File: src/rtl/crop_window_scheduler.sv
// rtl/crop_window_scheduler.sv - per-command crop of one raster frame to a fixed-size window
// Ports:
//   clk, reset                 clock and synchronous active-high reset
//   cmd_y1/cmd_x1/cmd_valid/cmd_ready   crop origin command handshake
//   pixel_in/in_valid/in_ready          raster pixel input stream
//   pixel_out/out_valid/out_ready/out_last   registered cropped pixel output
//   crop_done/crop_err         one-cycle frame-complete pulses (legal / illegal origin)
//   crop_count                 legal crops completed since reset, wrapping
module crop_window_scheduler #(
   parameter int PIXEL_BIT_WIDTH = 8,
   parameter int IN_ROWS         = 9,
   parameter int IN_COLS         = 9,
   parameter int OUT_ROWS        = 3,
   parameter int OUT_COLS        = 3,
   parameter int CNT_WIDTH       = 16,
   localparam int YW = (IN_ROWS > 1) ? $clog2(IN_ROWS) : 1,
   localparam int XW = (IN_COLS > 1) ? $clog2(IN_COLS) : 1
) (
   input  logic                       clk,
   input  logic                       reset,
   input  logic [YW-1:0]              cmd_y1,
   input  logic [XW-1:0]              cmd_x1,
   input  logic                       cmd_valid,
   output logic                       cmd_ready,
   input  logic [PIXEL_BIT_WIDTH-1:0] pixel_in,
   input  logic                       in_valid,
   output logic                       in_ready,
   output logic [PIXEL_BIT_WIDTH-1:0] pixel_out,
   output logic                       out_valid,
   input  logic                       out_ready,
   output logic                       out_last,
   output logic                       crop_done,
   output logic                       crop_err,
   output logic [CNT_WIDTH-1:0]       crop_count
);

   typedef enum logic [1:0] {
      ST_IDLE = 2'd0,
      ST_RUN  = 2'd1,
      ST_DONE = 2'd2
   } state_t;

   localparam logic [YW-1:0] ROW_LAST = YW'(IN_ROWS - 1);
   localparam logic [XW-1:0] COL_LAST = XW'(IN_COLS - 1);
   localparam int            Y_MAX    = IN_ROWS - OUT_ROWS;
   localparam int            X_MAX    = IN_COLS - OUT_COLS;

   state_t        state, state_next;
   logic [YW-1:0] row, y1;
   logic [XW-1:0] col, x1;
   logic          err;
   logic          cmd_fire, pix_fire;
   logic          keep, win_last;

   assign cmd_fire = cmd_valid & cmd_ready;
   assign pix_fire = in_valid & in_ready;

   always_ff @(posedge clk) begin
      if (reset) begin
         state <= ST_IDLE;
      end else begin
         state <= state_next;
      end
   end

   // Handshake outputs are gated by reset so nothing is accepted in the reset cycle,
   // whatever state the register still holds.
   always_comb begin
      state_next = state;
      cmd_ready  = 1'b0;
      in_ready   = 1'b0;
      crop_done  = 1'b0;
      crop_err   = 1'b0;
      if (!reset) begin
         case (state)
            ST_IDLE: begin
               cmd_ready = 1'b1;
               if (cmd_valid) begin
                  state_next = ST_RUN;
               end
            end
            ST_RUN: begin
               // Back-pressure applies to every pixel, dropped ones included,
               // so the frame position never runs ahead of the output stage.
               in_ready = !out_valid || out_ready;
               if (in_valid && in_ready && row == ROW_LAST && col == COL_LAST) begin
                  state_next = ST_DONE;
               end
            end
            ST_DONE: begin
               crop_done  = !err;
               crop_err   = err;
               state_next = ST_IDLE;
            end
            default: state_next = ST_IDLE;
         endcase
      end
   end

   // Command latch and raster position counters
   always_ff @(posedge clk) begin
      if (reset) begin
         row <= '0;
         col <= '0;
         y1  <= '0;
         x1  <= '0;
         err <= 1'b0;
      end else if (cmd_fire) begin
         y1  <= cmd_y1;
         x1  <= cmd_x1;
         err <= (int'(cmd_y1) > Y_MAX) || (int'(cmd_x1) > X_MAX);
         row <= '0;
         col <= '0;
      end else if (pix_fire) begin
         if (col == COL_LAST) begin
            col <= '0;
            row <= row + 1'b1;
         end else begin
            col <= col + 1'b1;
         end
      end
   end

   // Window test done in int so y1+OUT_ROWS-1 cannot overflow the counter width
   always_comb begin
      keep     = !err
                 && int'(row) >= int'(y1) && int'(row) <= int'(y1) + OUT_ROWS - 1
                 && int'(col) >= int'(x1) && int'(col) <= int'(x1) + OUT_COLS - 1;
      win_last = int'(row) == int'(y1) + OUT_ROWS - 1
                 && int'(col) == int'(x1) + OUT_COLS - 1;
   end

   // Output register runs independently of the FSM so a last word can drain
   // while the next command is already being accepted.
   always_ff @(posedge clk) begin
      if (reset) begin
         pixel_out <= '0;
         out_valid <= 1'b0;
         out_last  <= 1'b0;
      end else if (pix_fire && keep) begin
         pixel_out <= pixel_in;
         out_valid <= 1'b1;
         out_last  <= win_last;
      end else if (out_ready) begin
         out_valid <= 1'b0;
         out_last  <= 1'b0;
      end
   end

   always_ff @(posedge clk) begin
      if (reset) begin
         crop_count <= '0;
      end else if (state == ST_DONE && !err) begin
         crop_count <= crop_count + 1'b1;
      end
   end

endmodule

File: config.mk
export PLATFORM = sky130hd
export DESIGN_NAME = crop_window_scheduler
export DESIGN_NICKNAME = d
export VERILOG_FILES = /design/src/rtl/crop_window_scheduler.sv
export SDC_FILE = /design/constraint.sdc
export NUM_CORES = 1
export LEC_CHECK = 0
export BUFFER_PORTS_ARGS = -buffer_cell sky130_fd_sc_hd__buf_2
export CORE_AREA = 2 2 68 70
export CTS_BUF_LIST = sky130_fd_sc_hd__clkbuf_2 sky130_fd_sc_hd__clkbuf_4 sky130_fd_sc_hd__clkbuf_8
export CTS_CLUSTER_SIZE = 24
export DETAILED_ROUTE_END_ITERATION = 7
export DIE_AREA = 0 0 70 72
export PLACE_DENSITY_LB_ADDON = 0.1
export RECOVER_POWER = 25
export SLEW_MARGIN = 10
export SYNTH_ARGS = -nofsm -noshare
export SYNTH_HDL_FRONTEND = slang
export SYNTH_SLANG_ARGS = --single-unit
File: constraint.sdc
create_clock -name clk -period 2.85 [get_ports clk]
set_input_delay 0 -clock clk [delete_from_list [all_inputs] [get_ports clk]]
set_output_delay 0 -clock clk [all_outputs]
set_load 0.02 [all_outputs]
Yosys cells after proc, flatten, opt, wreduce, memory -nomap -nowiden

Index checks and enable logic that the tools add are counted.

Flip-flop bits (word level): 45
Bits of input ports: 21
Output and inout port bits: 30

Add/subtract/negate cells: 7
$lt $le $gt $ge: 6
Equal/unequal tests: 8
Mux-type cells: 15
Bitwise operators: 2
Reduce and logical (&&, ||, !) cells: 19

Operators by type and width:

| kind                                                                             | count |
|---|---|
| 16-bit by 1-bit adder with 16-bit output (second input constant)                 | 1 |
| 5-bit by 6-bit == test with 1-bit output                                         | 2 |
| 5-bit by 6-bit <= comparator with 1-bit output                                   | 2 |
| 5-bit by 1-bit subtractor with 6-bit output (second input constant)              | 2 |
| 1-bit two-way mux                                                                | 11 |
| 4-bit by 2-bit adder with 5-bit output (second input constant)                   | 2 |
| 1-bit logical AND                                                                | 10 |
| 4-bit by 1-bit adder with 4-bit output (second input constant)                   | 2 |
| 4-bit == test (second input constant)                                            | 2 |
| 4-bit greater-or-equal comparator                                                | 2 |
| 4-bit by 3-bit greater-than comparator with 1-bit output (second input constant) | 2 |
| 2-bit two-way mux                                                                | 2 |
| 4-bit two-way mux                                                                | 1 |
| 2-bit != test (second input constant)                                            | 2 |
| 2-bit one-hot mux with 2 select lines                                            | 1 |
| 2-bit AND reduction                                                              | 2 |
| 1-bit AND                                                                        | 2 |
| 2-bit by 1-bit == test with 1-bit output (second input constant)                 | 1 |
| 2-bit == test (second input constant)                                            | 1 |
| 1-bit logical NOT                                                                | 2 |
| 2-bit logical NOT                                                                | 1 |
| 1-bit logical OR                                                                 | 2 |
| 2-bit nonzero test                                                               | 1 |
| 2-bit OR reduction                                                               | 1 |

Longest topological paths before layout

Gate-level depths: netlist of run 1.

Depth in word-level cells: 8
Depth in mapped cells: 9
Mapped depth without buffers: 8

Worst setup path before layout of run 1

Ideal clock, no wire load.

Path type: reg2reg
Start: register x1[1]
End: register out_last
Arrival time: 2029 ps
Setup slack: 705 ps
Stages on the path, launching flop included: 10
Path buffers: 1
Period minus slack after synthesis: 2145 ps
Cell sequence: dfxtp_1 > ha_1 > xnor2_1 > ha_1 > a21oi_1 > o21ai_0 > a2111oi_2 > nand3_1 > buf_6 > a31o_1

Cells in the longest elaborated chain, start to end: 6
Elaborated cells on any way between the ends: 11
Classes of those cells: add/sub (2); order compare (2); eq/ne (1); mux (1); reduce/logical (5)

RTL lines:

| item                                                           | line     | RTL |
|---|---|---|
| start: declaration                                             | 50       | `logic [XW-1:0] col, x1;` |
| start signal: assignment                                       | 110      | `x1 <= cmd_x1;` |
| 4-bit by 2-bit adder with 5-bit output                         | 128, 130 |  |
| 5-bit by 1-bit subtractor with 6-bit output                    | 128, 130 |  |
| 5-bit by 6-bit <= comparator with 1-bit output                 | 128      | `&& int'(col) >= int'(x1) && int'(col) <= int'(x1) + OUT_COLS - 1;` |
| 1-bit logical AND                                              | 128      |  |
| 1-bit logical AND                                              | 140      | `end else if (pix_fire && keep) begin` |
| 1-bit two-way mux / 2-bit nonzero test (equally long branches) | n/a      |  |
| end signal: assignment                                         | 143      | `out_last <= win_last;` |
| end: declaration                                               | 31       | `output logic out_last,` |

Parallel ways exist; a longest one is shown, timed or not.
A chain may end at the register's enable or synchronous reset.

Worst setup path in the final report of run 1

Same ends and word-level chain as after synthesis.

==> reports/metrics.cfg, run 1 <==
[finish]
final_common_cell = dfxtp_1
drive_gt1_share_pct = 13.8
areaGrowthSynthToFinish_pct = 23.0
fillers = 363
final_cell_mix = dfxtp_1, nand2_1, buf_2
antenna_cells = 0
nets = 382
finish.instance_area_mm2 = 0.00290

[logic_synthesis]
syn_area_per_cell_um2 = 8.68
ys_ff_latch = 45
yosysSeqAreaShare_pct = 38.2
synth_nets = 314
synth_ff_type = dfxtp_1
synth.distinct_cells = 43
yosys_warnings = 0
postSynthCellCount = 272
synth-edff-count = 0
async_flop_share_pct = 0
netlist_area_mm2 = 0.00236

[die]
rows = 24
ios = 51
die_x_um = 70
core_mm2 = 0.00426
initial_utilization_pct = 55.3
die_h_um = 72
dieArea_mm2 = 0.00504

[setup_path]
max_stage_delay_ns = 0.43
cpMostUsedCell = ha_1
critPathKind = reg2reg
r2r-end = out_last$_SDFFE_PP0P_
r2r-start = x1[1]$_SDFFE_PP0P_
path_buf_inv = 1
path_cells = ha_1 > xnor2_1 > ha_1 > a21oi_1 > o21ai_0 > a2111oi_2 > nand3_1 > buf_4 > a31o_1
cp_slowest_cell = a2111oi_2
path_max_fanout = 10
ff2ff_path_depth = 9
required_ns = 3.05
critPathTopFamily = compound AO/OA/AOI/OAI gates
endpoint_kind = flop
reg2reg_slack_ns = 0.51
worstPathArrival_ns = 2.53
cp-start-kind = flop

[placement]
post-dp-hpwl_um = 3630
pre_cts_slack_ns = 0.553
gp_congestion = 0.777
place_area_mm2 = 0.00265
portBuffers = 50

[drt]
vias_per_cell = 5.16
drc = 0
ant_nets = 0
drt_iter0_drc = 118
vias = 2023
drtPass1Iterations = 4
routed_wl_um = 5080
wire_per_inst_um = 13.0

[grt]
antenna_found_initial = 0
grt_max_degree = 39
grt_pass1_vias = 1945
grtUsageTotal_pct = 21.0
grt_pass1_wl_um = 8630
grt_overflow = 0

[clock_network]
clk_pin_slew_worst_paths_ns = 0.08
htree_levels = 2
cts_tree = yes
cts_resized = 0
ctsLongestPathBuffers = 2
cts_root_buffer = clkbuf_8
worstSkewPairLatency_ns = 0.30
clkSinkCount = 45
cts_made_buffers = 5

[sta]
final_max_slew_viol_count = 0
fin_skew_ns = 0.00881
rsz0062_at_grt = false
finalWorstSetupSlack_ns = 0.514
hold_viol_final = 0
period_share_pct = 82.0
fin_setup_tns_ns = 0
fmax_mhz = 428
slew_headroom_pct = 60.1
post-route-min-period_ns = 2.34
setup_viol = 0
worstMarginPinSlew_ns = 0.593

[min_path]
min_to = out_valid$_SDFFE_PP0P_
hold_class = in2reg
holdPathStages = 3
worstHoldStart = out_ready

[power_and_ir_drop]
total_power_uw = 1250
cellInternalPower_uw = 957
leakagePower_uw = 0.00120
switching_share_pct = 23.5
p_per_area_mw_per_mm2 = 431
p_clk_share_pct = 37.4
p_switching_uw = 294
pwr-share-seq_pct = 52.2
pwr-share-comb_pct = 10.4
peakVddDrop_mv = 0.435

[job]
maxCapViolCount = 0

[status]
status = completed

## Yosys cell counts (3+ instances only)
master,instances,area (µm²)
a21oi_1,16,80.1
and2_1,3,18.8
clkbuf_1,5,18.8
dfxtp_1,45,901
ha_1,21,263
inv_1,16,60.1
mux2i_1,11,110
nand2_1,37,139
nand2b_1,11,68.8
nand3_1,9,45.0
nand4_1,4,25.0
nor2_1,24,90.1
nor3_1,6,30.0
o21ai_0,8,40.0
or3_1,4,25.0
xnor2_1,10,87.6
xor2_1,9,78.8
## power groups by stage
stage               registers (µW)  logic (µW)  clock network, µW
global route                   656         145                502
detailed placement             668         111                  0
global placement               667         109                  0
finish                         654         130                467
floorplan                      668        71.8                  0
CTS                            654         130                473
## repair_timing
action                                 4_1_cts  5_1_grt
hold buffers                                17        0
endpoints found under the hold margin       17        0
buffers inserted                             0        0
setup endpoints to repair                    0        0
## cell type report
class / instances / area, µm² / area share, %
repair buffers: 69 / 413 / 14.2
well taps: 52 / 65.1 / 2.24
inverters: 16 / 60.1 / 2.07
multi-input cells: 203 / 1360 / 46.9
clock inverters: 2 / 35.0 / 1.21
clock buffers: 5 / 68.8 / 2.37
flip-flops and latches: 45 / 901 / 31.0
## stage by stage
step | instances | hold WS (ns) | util, %
6_report | 392 | 0.0353 | 68.1
5_1_grt | 392 | 0.0731 | 68.1
4_1_cts | 392 | 0.0333 | 68.6
3_5_place_dp | 368 | 0.253 | 62.2
3_3_place_gp | 368 | 0.247 | 62.2
2_1_floorplan | 272 | 0.0915 | -
## cell families after synthesis
family / share of synthesized area [%]
simple gates: 25.2
flops: 38.2
compound gates: 9.60
buf+inv: 4.19
fa+ha+maj: 11.1
xor+xnor: 7.05
mux: 4.67
## worst min-delay path, cell delays in order
cell	delay, ns
buf_2	0.10
nand2b_1	0.12
a21oi_1	0.06
## flip-flops by register name (all words and copies together) (netlist names)
signal	flops
row	4
pixel_out	8
state	2
col	4
crop_count	16
y1	4
out_last	1
err	1
out_valid	1
x1	4
## routing by layer
layer / GRT usage (%) / part of all wire [%] / wire, µm / up-vias
met4: 4.91 / 0.61 / 31 / 0
met1: 27.6 / 49 / 2510 / 908
met5: 0 / 0 / 0 / -
met2: 35.2 / 45 / 2290 / 50
li1: - / - / - / 1060
met3: 5.14 / 4.9 / 247 / 5
## how the worst max path moves through the flow
stage	from	to	slack [ns]	cells after the start
2_1_floorplan	x1[1]$_SDFFE_PP0P_	out_last$_SDFFE_PP0P_	0.71	9
3_3_place_gp	x1[1]$_SDFFE_PP0P_	out_last$_SDFFE_PP0P_	0.60	9
3_5_place_dp	x1[1]$_SDFFE_PP0P_	out_last$_SDFFE_PP0P_	0.55	9
4_1_cts	x1[1]$_SDFFE_PP0P_	out_last$_SDFFE_PP0P_	0.50	9
5_1_grt	x1[1]$_SDFFE_PP0P_	out_last$_SDFFE_PP0P_	0.37	9
6_report	x1[1]$_SDFFE_PP0P_	out_last$_SDFFE_PP0P_	0.51	9
(Power assumes the default switching activity.)
==> run 2: changes to the inputs <==
--- a/config.mk
+++ b/config.mk
@@ -6,11 +6,11 @@
 export NUM_CORES = 1
 export LEC_CHECK = 0
 export BUFFER_PORTS_ARGS = -buffer_cell sky130_fd_sc_hd__buf_2
-export CORE_AREA = 2 2 68 70
+export CORE_AREA = 2 2 72 74
 export CTS_BUF_LIST = sky130_fd_sc_hd__clkbuf_2 sky130_fd_sc_hd__clkbuf_4 sky130_fd_sc_hd__clkbuf_8
 export CTS_CLUSTER_SIZE = 24
 export DETAILED_ROUTE_END_ITERATION = 7
-export DIE_AREA = 0 0 70 72
+export DIE_AREA = 0 0 74 76
 export PLACE_DENSITY_LB_ADDON = 0.1
 export RECOVER_POWER = 25
 export SLEW_MARGIN = 10
==> constraint.sdc (replaced) <==
create_clock -name clk -period 1.98 [get_ports clk]
set_input_delay 0 -clock clk [delete_from_list [all_inputs] [get_ports clk]]
set_output_delay 0 -clock clk [all_outputs]
set_load 0.02 [all_outputs]
==> run 2 against run 1 <==
  * The flow now finishes with violations (negative setup slack)
  * Die area rose by 12%
  * Largest power group unchanged
  * Combinational power rose by 82%
  * Critical endpoint is now pixel_out[5]$_SDFFE_PP0P_
  * Fmax rose by 4.3%
  * Sequential share of layout area decreased by 2.7 points
  * Critical path depth is the same
  * Register-to-register slack worse by 0.77 ns
  * Final cell count increased by 11%
  * Count of clock-buffer cells in the layout unchanged
  * Sequential power increased by 43%
  * Non-clock buffer count increased by 26
==> reports/metrics.cfg, run 2 (synthesis results as in run 1) <==
[status]
status = complete, but fails checks  ; was completed
violations = negative setup slack

[setup_path]
cp_slowest_cell = a2111oi_4  ; was a2111oi_2
path_cells = ha_4 > xnor2_1 > ha_1 > and4b_2 > a31oi_4 > a2111oi_4 > nand3_2 > buf_4 > mux2i_1  ; was ha_1 > xnor2_1 > ha_1 > a21oi_1 > o21ai_0 > a2111oi_2 > nand3_1 > buf_4 > a31o_1
required_ns = 2.18  ; was 3.05 ns
r2r-start = x1[2]$_SDFFE_PP0P_  ; was x1[1]$_SDFFE_PP0P_
path_max_fanout = 4  ; was 10
worstPathArrival_ns = 2.44  ; was 2.53 ns
cp-start-kind = flop  ; unchanged
startpoint = x1[2]$_SDFFE_PP0P_  ; was x1[1]$_SDFFE_PP0P_
critPathKind = reg2reg  ; unchanged
endpoint_kind = flop  ; unchanged
max_stage_delay_ns = 0.40  ; was 0.43 ns

[sta]
finalWorstSetupSlack_ns = -0.259  ; was 0.514 ns
fin_skew_ns = 0.00406  ; was 0.00881 ns
setup_viol = 10  ; was 0
hold_viol_final = 0  ; unchanged
slew_headroom_pct = 63.9  ; was 60.1%
worstMarginPinSlew_ns = 0.540  ; was 0.593 ns
fmax_mhz = 447  ; was 428 MHz
period_share_pct = 113  ; was 82.0%
final_max_slew_viol_count = 0  ; unchanged
post-route-min-period_ns = 2.24  ; was 2.34 ns
rsz0062_at_grt = true  ; was false

[power_and_ir_drop]
peakVddDrop_mv = 0.381  ; was 0.435 mV
leakagePower_uw = 0.00136  ; was 0.00120 µW
p_per_area_mw_per_mm2 = 552  ; was 431 mW/mm²

[clock_network]
clk_pin_slew_worst_paths_ns = 0.09  ; was 0.08 ns
cts_tree = yes  ; unchanged
worstSkewPairLatency_ns = 0.30  ; about the same
ctsLongestPathBuffers = 2  ; unchanged
clkSinkCount = 45  ; unchanged
htree_levels = 2  ; unchanged
cts_made_buffers = 5  ; unchanged
cts_root_buffer = clkbuf_8  ; unchanged

[finish]
areaGrowthSynthToFinish_pct = 35.5  ; was 23.0%
regMostFlops = crop_count  ; unchanged
final_common_cell = dfxtp_1  ; unchanged
final_cell_mix = dfxtp_1, nand2_1, buf_2  ; unchanged
largest_reg_flops = 16  ; unchanged
fillers = 429  ; was 363
reg_top3 = crop_count x16, pixel_out x8  ; unchanged
layout.cells.non_filler = 437  ; was 392
nets = 408  ; was 382
drive_gt1_share_pct = 24.0  ; was 13.8%
final_core_util_pct = 65.1  ; was 68.1%
antenna_cells = 0  ; unchanged

[placement]
gp_congestion = 0.822  ; was 0.777
dp.cells = 410  ; was 368
portBuffers = 50  ; unchanged
post-dp-hpwl_um = 4050  ; was 3630 µm

[drt]
vias = 2103  ; was 2,023
drtPass1Iterations = 4  ; unchanged
drc = 0  ; unchanged
ant_nets = 0  ; unchanged
routed_wl_um = 5560  ; was 5080 µm
wire_per_inst_um = 12.7  ; was 13.0 µm
drt_iter0_drc = 45  ; was 118
vias_per_cell = 4.81  ; was 5.16

[grt]
grtUsageTotal_pct = 21.1  ; was 21.0%
grt_pass1_wl_um = 9400  ; was 8630 µm
grt_overflow = 0  ; unchanged
grt_pass1_vias = 2129  ; was 1,945
antenna_found_initial = 0  ; unchanged
grt_max_degree = 39  ; unchanged

[die]
ios = 51  ; unchanged
core_mm2 = 0.00491  ; was 0.00426 mm²
dieArea_mm2 = 0.00562  ; was 0.00504 mm²
initial_utilization_pct = 48.0  ; was 55.3%
die_x_um = 74  ; was 70 µm
die_h_um = 76  ; was 72 µm
rows = 26  ; was 24

[min_path]
hold_class = in2reg  ; unchanged
worstHoldStart = in_valid  ; was out_ready

[job]
maxCapViolCount = 0  ; unchanged

run 2: cell count changes in the layout (fill, tap and decap cells not counted), sizes merged:
cell,change
buf,+29
bufinv,-1
clkbuf,-2
dlygate4sd3,-1
clkinv,+2
run 2: power breakdown:
group | switching [µW] | leakage [µW] | total, µW | internal [µW]
combinational | 118 | 0.000947 | 237 | 118
sequential | 14.6 | 0.000366 | 936 | 922
clock | 341 | 0.0000481 | 592 | 251
run 2: area by class of cell:
class | instances | area (µm²) | area share [%]
Multi-Input combinational cell | 203 | 1440 | 45.0
Sequential cell | 45 | 907 | 28.4
Tap cell | 70 | 87.6 | 2.74
Clock buffer | 5 | 68.8 | 2.15
Clock inverter | 3 | 22.5 | 0.704
Inverter | 16 | 60.1 | 1.88
Timing Repair Buffer | 95 | 612 | 19.1
run 2: worst max-delay path, delay by kind of cell, from the launching register on:
| kind | cells | cell delay [ns] |
|---|---|---|
| flip-flops | 1 | 0.37 |
| XOR/XNOR | 1 | 0.11 |
| AO/OA/AOI/OAI | 2 | 0.45 |
| multiplexers | 1 | 0.11 |
| buffers and inverters | 1 | 0.20 |
| adder cells (fa/ha/maj) | 2 | 0.45 |
| AND/OR/NAND/NOR | 2 | 0.44 |
run 2: final timing paths:
path	cells after the start	slack (ns)	endpoint
min reg2reg	2	0.46	pixel_out[6]$_SDFFE_PP0P_
min	3	0.02	state[1]$_SDFFE_PP0P_
max	9	-0.26	pixel_out[5]$_SDFFE_PP0P_
max reg2reg	9	-0.26	pixel_out[5]$_SDFFE_PP0P_
run 2: through the flow:
step	hold slack (ns)	setup slack (ns)	cell area [µm²]	TNS, ns	total power, µW
global route	0.00549	-0.366	3200	-3.46	1850
global placement	0.247	-0.141	2870	-1.25	1150
finish	0.0180	-0.259	3200	-2.40	1760
floorplan	0.0915	-0.130	2370	-0.527	1070
CTS	0.00221	-0.190	3160	-1.79	1770
detailed placement	0.249	-0.223	2870	-2.02	1150
run 2: what timing repair did:
| item | 4_1_cts | 5_1_grt |
|---|---|---|
| gates cloned | 0 | 1 |
| resized for setup | 9 | 7 |
| setup endpoints to repair | 10 | 10 |
| hold buffers | 16 | 0 |
| setup buffers | 1 | 1 |
| hold endpoints to repair | 16 | 0 |
| pin swaps | 2 | 4 |
run 2: metal layers:
layer  global-route usage [%]  wire length [µm]  up-vias
met3                     4.37               170        7
met1                     27.7              2660      943
met5                        0                 0        -
li1                         -                 -     1117
met4                     5.82                52        0
met2                     34.6              2670       36
